[src/rtl/weight_addrgen_pkg.sv]
// weight_addrgen_pkg: shared types and helpers for the weight address generator.
// Provides the FSM state enum, counter width helper and address span check.
package weight_addrgen_pkg;

  typedef enum logic [1:0] {
    IDLE = 2'd0,
    RUN  = 2'd1,
    DONE = 2'd2
  } state_e;

  // Width of a counter running 0..n-1, never narrower than 1 bit.
  function automatic int cnt_w(input int n);
    return (n <= 1) ? 1 : $clog2(n);
  endfunction

  // True when the whole weight window fits in the address space.
  function automatic bit span_ok(
    input int aw,
    input int ports,
    input int cyc,
    input int mult
  );
    longint span;
    longint lim;
    span = longint'(ports) * longint'(cyc) * longint'(mult);
    lim  = longint'(1) << aw;
    return span <= lim;
  endfunction

endpackage

[src/rtl/addrgen_loop_cnt.sv]
// addrgen_loop_cnt: wrapping counter 0..i_max, one level of the loop nest.
// Ports: i_inc advance, i_clr clear, i_max wrap value; o_cnt, o_last, o_wrap.
module addrgen_loop_cnt #(
  parameter int W = 1
) (
  input  logic         clk,
  input  logic         reset_n,
  input  logic         i_inc,
  input  logic         i_clr,
  input  logic [W-1:0] i_max,
  output logic [W-1:0] o_cnt,
  output logic         o_last,
  output logic         o_wrap
);

  logic [W-1:0] r_cnt;

  assign o_cnt  = r_cnt;
  assign o_last = (r_cnt == i_max);
  assign o_wrap = i_inc & o_last;

  always_ff @(posedge clk or negedge reset_n) begin
    if (!reset_n) begin
      r_cnt <= '0;
    end else if (i_clr) begin
      r_cnt <= '0;
    end else if (i_inc) begin
      r_cnt <= o_last ? '0 : r_cnt + 1'b1;
    end
  end

endmodule

[src/rtl/weight_addrgen_multiport.sv]
// weight_addrgen_multiport: multi-port weight RAM address generator.
// Ports: clk, reset_n, start, abort, enable, base_addr (WADDR_BASE_EN only);
//   addr (port p at [p*W +: W]), addr_vld, pixel_last, run_last, busy, done.
module weight_addrgen_multiport
  import weight_addrgen_pkg::*;
#(
  parameter int WEIGHT_ADDR_WIDTH   = 16,
  parameter int NUM_PORTS           = 2,
  parameter int NUM_ONE_PIXEL_CYCLE = 9,
  parameter int NUM_OUTPIXEL        = 784,
  parameter int NUM_ONEMULT         = 4
) (
  input  logic clk,
  input  logic reset_n,
  input  logic start,
  input  logic abort,
  input  logic enable,
`ifdef WADDR_BASE_EN
  input  logic [WEIGHT_ADDR_WIDTH-1:0] base_addr,
`endif
  output logic [NUM_PORTS*WEIGHT_ADDR_WIDTH-1:0] addr,
  output logic addr_vld,
  output logic pixel_last,
  output logic run_last,
  output logic busy,
  output logic done
);

  localparam int AW = WEIGHT_ADDR_WIDTH;
  localparam int BW = cnt_w(NUM_ONE_PIXEL_CYCLE);
  localparam int PW = cnt_w(NUM_OUTPIXEL);
  localparam int MW = cnt_w(NUM_ONEMULT);

  localparam logic [BW-1:0] BMAX = BW'(NUM_ONE_PIXEL_CYCLE - 1);
  localparam logic [PW-1:0] PMAX = PW'(NUM_OUTPIXEL - 1);
  localparam logic [MW-1:0] MMAX = MW'(NUM_ONEMULT - 1);

  if (!span_ok(AW, NUM_PORTS, NUM_ONE_PIXEL_CYCLE, NUM_ONEMULT)) begin : g_span
    $error("weight window does not fit in WEIGHT_ADDR_WIDTH");
  end

  state_e r_state;
  state_e w_nstate;

  logic w_fire;
  logic w_accept;
  logic w_clr;

  logic [BW-1:0] w_beat;
  logic [PW-1:0] w_pix;
  logic [MW-1:0] w_mult;
  logic w_beat_last, w_beat_wrap;
  logic w_pix_last, w_pix_wrap;
  logic w_mult_last, w_mult_wrap;

  logic [AW-1:0] w_base;
  logic [AW-1:0] w_idx;
  logic [AW-1:0] w_stride;
  logic [NUM_PORTS*AW-1:0] w_addr;

  logic [NUM_PORTS*AW-1:0] r_addr;
  logic r_vld;
  logic r_pix_last;
  logic r_run_last;

  // Beat issue and run acceptance; abort overrides both.
  always_comb begin
    w_fire   = (r_state == RUN) & enable & ~abort;
    w_accept = (r_state == IDLE) & start & ~abort;
    w_clr    = abort | w_accept;
  end

  always_ff @(posedge clk or negedge reset_n) begin
    if (!reset_n) begin
      r_state <= IDLE;
    end else begin
      r_state <= w_nstate;
    end
  end

  // mult wraps exactly on the final beat of the run.
  always_comb begin
    w_nstate = r_state;
    if (abort) begin
      w_nstate = IDLE;
    end else begin
      unique case (r_state)
        IDLE: if (start) w_nstate = RUN;
        RUN:  if (w_mult_wrap) w_nstate = DONE;
        DONE: w_nstate = IDLE;
        default: w_nstate = IDLE;
      endcase
    end
  end

  addrgen_loop_cnt #(.W(BW)) u_beat (
    .clk     (clk),
    .reset_n (reset_n),
    .i_inc   (w_fire),
    .i_clr   (w_clr),
    .i_max   (BMAX),
    .o_cnt   (w_beat),
    .o_last  (w_beat_last),
    .o_wrap  (w_beat_wrap)
  );

  addrgen_loop_cnt #(.W(PW)) u_pix (
    .clk     (clk),
    .reset_n (reset_n),
    .i_inc   (w_beat_wrap),
    .i_clr   (w_clr),
    .i_max   (PMAX),
    .o_cnt   (w_pix),
    .o_last  (w_pix_last),
    .o_wrap  (w_pix_wrap)
  );

  addrgen_loop_cnt #(.W(MW)) u_mult (
    .clk     (clk),
    .reset_n (reset_n),
    .i_inc   (w_pix_wrap),
    .i_clr   (w_clr),
    .i_max   (MMAX),
    .o_cnt   (w_mult),
    .o_last  (w_mult_last),
    .o_wrap  (w_mult_wrap)
  );

`ifdef WADDR_BASE_EN
  logic [AW-1:0] r_base;

  always_ff @(posedge clk or negedge reset_n) begin
    if (!reset_n) begin
      r_base <= '0;
    end else if (w_accept) begin
      r_base <= base_addr;
    end
  end

  assign w_base = r_base;
`else
  assign w_base = '0;
`endif

  // pix is deliberately absent: every pixel rereads the same window.
  assign w_idx    = AW'(w_mult) * AW'(NUM_ONE_PIXEL_CYCLE) + AW'(w_beat);
  assign w_stride = w_idx * AW'(NUM_PORTS);

  for (genvar p = 0; p < NUM_PORTS; p++) begin : g_port
    assign w_addr[p*AW +: AW] = w_base + w_stride + AW'(p);
  end

  always_ff @(posedge clk or negedge reset_n) begin
    if (!reset_n) begin
      r_addr     <= '0;
      r_vld      <= 1'b0;
      r_pix_last <= 1'b0;
      r_run_last <= 1'b0;
    end else begin
      r_vld      <= w_fire;
      r_pix_last <= w_beat_wrap;
      r_run_last <= w_mult_wrap;
      if (w_fire) r_addr <= w_addr;
    end
  end

  assign addr       = r_addr;
  assign addr_vld   = r_vld;
  assign pixel_last = r_pix_last;
  assign run_last   = r_run_last;
  assign busy       = (r_state == RUN);
  assign done       = (r_state == DONE);

endmodule

[config.mk]
export PLATFORM = sky130hd
export DESIGN_NAME = weight_addrgen_multiport
export DESIGN_NICKNAME = d
export VERILOG_FILES = /design/src/rtl/weight_addrgen_pkg.sv /design/src/rtl/addrgen_loop_cnt.sv /design/src/rtl/weight_addrgen_multiport.sv
export SDC_FILE = /design/constraint.sdc
export NUM_CORES = 1
export LEC_CHECK = 0
export BUFFER_PORTS_ARGS = -buffer_cell sky130_fd_sc_hd__buf_2
export CAP_MARGIN = 20
export CORE_MARGIN = 4
export CORE_UTILIZATION = 58
export DETAILED_ROUTE_END_ITERATION = 10
export PLACE_DENSITY = 0.84
export SLEW_MARGIN = 20
export SYNTH_ARGS = -nofsm -noshare
export SYNTH_HDL_FRONTEND = slang
export SYNTH_HIERARCHICAL = 1
export SYNTH_SLANG_ARGS = --single-unit
[constraint.sdc]
create_clock -name clk -period 4.95 [get_ports clk]
set_input_delay 0.99 -clock clk [delete_from_list [all_inputs] [get_ports clk]]
set_output_delay 0.99 -clock clk [all_outputs]
set_load 0.02 [all_outputs]
# After elaboration in Yosys (flattened, before gate mapping)
# Cells that the tools add are included.
# Widths: inputs -> output; s select.
# totals
inputBits	5
elab_cells	48
out_inout_bits	37
regBits	52
# op_classes
n_bitwise	9
n_eq_ne	7
addsub	5
n_mux	13
mul	1
n_reduce_logical	5
# op_table
op	count
$mux 10	3
$mux 2	6
$mux 4	3
$add 10x1->10 const B	1
$eq 10x10->1 const B	1
$add 8x1->9 const B	1
$add 6x4->7	1
$and 1x1->1	7
$mul 2x4->6 const B	1
$reduce_bool 2->1	3
$add 4x1->4 const B	1
$eq 2x2->1 const B	2
$eq 4x4->1 const B	1
$pmux 2 s2	1
$ne 3x2->1 const B	1
$ne 3x3->1 const B	1
$add 2x1->2 const B	1
$eq 2x1->1 const B	1
$logic_not 2->1	1
$reduce_and 2->1	1
$not 1->1	1
$or 1x1->1	1

# Depth between registers and ports, before layout
# logic_depth
ltp_word	9
mapped_depth	11
depth_no_buf	8

# Hierarchy
# Netlist, hierarchy kept.
# modules_own_cells
mod	area_each_um2	cells_each	seq_area_each_um2	n_inst
weight_addrgen_multiport	799.5	74	300.3	1
addrgen_loop_cnt at u_pix	690.7	72	250.2	1
addrgen_loop_cnt at u_beat	291.5	28	100.1	1
addrgen_loop_cnt at u_mult	132.6	15	50.0	1

# Worst setup path after synthesis
# No wires, ideal clock.
# synth_path
path_kind	input to register
startpoint	input abort
endpoint	register u_mult.r_cnt[1], in the netlist u_mult/o_cnt[1]
setup_ns	0.099
arrival_time_ns	2.721
path_stages	9
setup_slack_ns	2.129
n_path_buf	3
cell_sequence	and3b_1 -> buf_6 -> clkbuf_2 -> and2_2 -> buf_2 -> inv_1 -> nor4_4 -> a31oi_1 -> a311oi_1
# synth_between
elab_chain_len	5
elab_cells_between_ends	8
# synth_rtl
item	line	source
from (decl)	weight_addrgen_multiport.sv:16	input logic abort,
$not 1->1	weight_addrgen_multiport.sv:68	w_fire = (r_state == RUN) & enable & ~abort;
$and 1x1->1	weight_addrgen_multiport.sv:68	
named net w_fire	weight_addrgen_multiport.sv:45	logic w_fire;
$and 1x1->1	addrgen_loop_cnt.sv:20	assign o_wrap = i_inc & o_last;
named net w_beat_wrap	weight_addrgen_multiport.sv:52	logic w_beat_last, w_beat_wrap;
$and 1x1->1	addrgen_loop_cnt.sv:20	
named net w_pix_wrap	weight_addrgen_multiport.sv:53	logic w_pix_last, w_pix_wrap;
$reduce_bool 2->1 (no source line)	-	
to (signal assigned)	addrgen_loop_cnt.sv:28	r_cnt <= o_last ? '0 : r_cnt + 1'b1;
to (decl)	addrgen_loop_cnt.sv:16	logic [W-1:0] r_cnt;
# The timed path passes the listed nets, and every way through them passes these cells.
# A chain may end at the register's enable or synchronous reset.

# Worst setup path after layout
# layout_path
startpoint	input abort
endpoint	register u_mult.r_cnt[1], in the netlist u_mult/o_cnt[1]
# layout_between
elab_chain_len	5
elab_cells_between_ends	8
# layout_rtl
item	line
$not 1->1	weight_addrgen_multiport.sv:68
$and 1x1->1	weight_addrgen_multiport.sv:68
$and 1x1->1	addrgen_loop_cnt.sv:20
named net w_beat_wrap	weight_addrgen_multiport.sv:52
$and 1x1->1	addrgen_loop_cnt.sv:20
named net w_pix_wrap	weight_addrgen_multiport.sv:53
$reduce_bool 2->1 (no source line)	-
# The timed path passes the listed nets, and every way through them passes these cells.

==> flow_summary.json <==
{
  "antenna_cells_inserted": 0,
  "fillCellCount": 263,
  "cts-resized-gates": 0,
  "synth-main-ff-cell": "dfrtp_1",
  "htree_levels": 1,
  "clkSinkCount": 28,
  "grt_pass1_vias": 1313,
  "grt_pass1_wl_mm": 5.96,
  "min_path_type": "reg -> reg",
  "grt_max_degree": 29,
  "skew_ns": 0.00735,
  "gr-total-overflow": 0,
  "rsz0062_at_grt": "false",
  "cts_buffers": 3,
  "synth-simple-area-share_pct": 20.2,
  "cts_tree": "yes",
  "power.density_nw_per_um2": 207,
  "synth_top_family_by_area": "simple AND/OR/NAND/NOR gates",
  "synth_top_cell_by_area": "dfrtp_1",
  "synth_top_area_share_pct": 36.6,
  "slowest_stage": "nor4_4",
  "finalHoldViolations": 0,
  "finalSetupViolCount": 0,
  "drt_pre_antenna_iters": 4,
  "root_buffer": "clkbuf_4",
  "pin_count": 42,
  "vias_per_cell": 4.97,
  "drtAntennaViolNets": 0,
  "cp.required_ns": 5.19,
  "die-width_um": 65.5,
  "wl_per_cell_um": 12.0,
  "drc": 0,
  "synthTopCellsByCount": "28 x dfrtp_1, 25 x buf_4, 15 x xnor2_1, 10 x nand2_1, 9 x nor2_1",
  "crit_chain": "buf_2 -> and3b_1 -> buf_4 -> and2_2 -> inv_1 -> nor4_4 -> a31oi_1 -> a311oi_1",
  "clock_latency_ns": 0.33,
  "synth-async-reset-ratio_pct": 100,
  "vdd_drop_max_v": 0.000166,
  "total_power_uw": 425,
  "yosysMostFrequentCell": "dfrtp_1",
  "grt_usage_pct": 17.6,
  "finalWirelength_mm": 3.23,
  "slew_viol_final": 0,
  "path_clk_slew_ns": 0.15,
  "holdWs_ns": 0.515,
  "max_slew_margin_pct": 52.6,
  "die-area_um2": 4280,
  "port_buffers": 22,
  "synth_seq_cells": 28,
  "num-nets-final": 239,
  "syn_area_per_cell_um2": 10.1,
  "initial_utilization_pct": 61.7,
  "synth_edf_count": 0,
  "final_core_util_pct": 66.0,
  "synthDistinctLibCells": 49,
  "cts_setup_buffers": 0,
  "drive_above_1_share_pct": 19.6,
  "setup-tns-final_ns": 0,
  "vias": 1333,
  "synth_area_leaders": "dfrtp_1 37%, buf_4 9.8%, xnor2_1 6.9%, ha_1 5.2%, xor2_1 3.7%",
  "period_share_pct": 54.2,
  "synthAdderAreaFrac_pct": 6.27,
  "crit_path_max_fanout": 20,
  "worstSetupEndpointType": "flip-flop",
  "synth_xor_area_share_pct": 10.5,
  "dp_hpwl_mm": 2.47,
  "core_um2": 3100,
  "globalplace.congestion": 0.817,
  "cpPeakStageDelay_ns": 0.54,
  "fmax_mhz": 373,
  "synth_compound_area_share_pct": 8.30,
  "power.leakage_uw": 0.00100,
  "rows": 20,
  "crit_type": "in -> reg",
  "yosys_warnings": 6,
  "syn_inst": 189,
  "antenna_found_initial": 0,
  "arrival_ns": 2.92,
  "postCtsHoldBufs": 0,
  "drv_cap": 0,
  "tightest_slew_ns": 0.710,
  "syn2layout_area_growth_pct": 6.99,
  "die_y_um": 65.5,
  "status": "completed",
  "first_iter_violations": 62,
  "startpoint_type": "input pin",
  "period_minus_slack_ns": 2.68,
  "max-clock-path-buffers": 2,
  "synth_seq_area_share_pct": 36.6,
  "synth_mux_area_share_pct": 4.58,
  "netlist_area_um2": 1910
}
-- layout by cell type, fill, tap and decap left out, types with 2 or more instances in the layout --
master,n
nand4_1,5
a21oi_1,4
mux2_4,3
o22ai_1,4
dfrtp_1,28
nand3b_1,3
mux2i_1,2
nand2b_1,3
conb_1,40
o21ai_0,2
nand2_1,10
nor2_1,9
nor4_4,2
inv_1,8
or3_1,2
ha_1,8
buf_2,22
a31oi_1,2
xnor2_1,15
mux2_2,2
xor2_1,8
nor2b_1,3
o32ai_1,4
or2b_1,3
clkbuf_4,3
nor3_1,6
a21o_1,2
-- cell families after synthesis --
logic type / count (synthesis)
AO/OA/AOI/OAI: 22
XOR/XNOR: 23
adder cells (fa/ha/maj): 9
buffers and inverters: 39
flip-flops: 28
multiplexers: 7
other: 2
AND/OR/NAND/NOR: 59
-- path summary, 6_finish.rpt --
check | startpoint | endpoint | cells past startpoint | slack (ns)
setup / recovery | abort | u_mult/o_cnt[1] | 8 | 2.27
hold / removal | addr[16] | addr[16] | 1 | 0.51
setup reg to reg | u_beat/o_cnt[0] | u_mult/o_cnt[1] | 7 | 2.39
hold reg to reg | addr[16] | addr[16] | 1 | 0.51
max in group asynchronous | reset_n | u_mult/o_cnt[1] | 1 | 3.91
min in group asynchronous | reset_n | u_pix/o_cnt[3] | 1 | 0.64
-- state kept, by name, summed over array words and instances, names as in the netlist --
name	cells
u_pix/o_cnt	10
addr	7
u_beat/o_cnt	4
r_state	2
u_mult/o_cnt	2
addr_vld	1
pixel_last	1
run_last	1
-- metrics by stage --
step | cell area (um^2) | setup WS (ns) | cells
floorplan | 2060 | 2.13 | 227
global placement | 2010 | 2.00 | 264
detailed placement | 2010 | 1.88 | 264
CTS | 2050 | 2.23 | 268
global route | 2050 | 2.10 | 268
finish | 2050 | 2.27 | 268
-- per-layer routing --
metal  GRT usage [%]  up-vias  routed length [um]
met5               0        -                   0
met4            5.44        0                  45
met3            2.22        4                 164
met2            29.1       39                1530
met1            23.9      633                1480
li1                -      657                   -
-- critical path: cells and delay by family --
kind	cells	cell delay [ns]
compound gates	2	0.44
buf+inv	3	0.46
simple gates	3	1.02
-- cell type report --
| type | count | area [um^2] | area share, % |
|---|---|---|---|
| well taps | 44 | 55.1 | 2.69 |
| multi-input cells | 160 | 1100 | 53.9 |
| repair buffers | 23 | 118 | 5.74 |
| flip-flops and latches | 28 | 701 | 34.2 |
| inverters | 9 | 33.8 | 1.65 |
| clock buffers | 4 | 36.3 | 1.77 |
-- report_power, final --
part	total (uW)	internal, uW	leakage [uW]	switching, uW
logic	70.0	19.2	0.000600	50.8
clock network	117	45.1	0.0000210	71.9
registers	238	234	0.000380	3.79
total	425	298	0.00100	127
No activity file was read; power rests on OpenSTA's default activity.
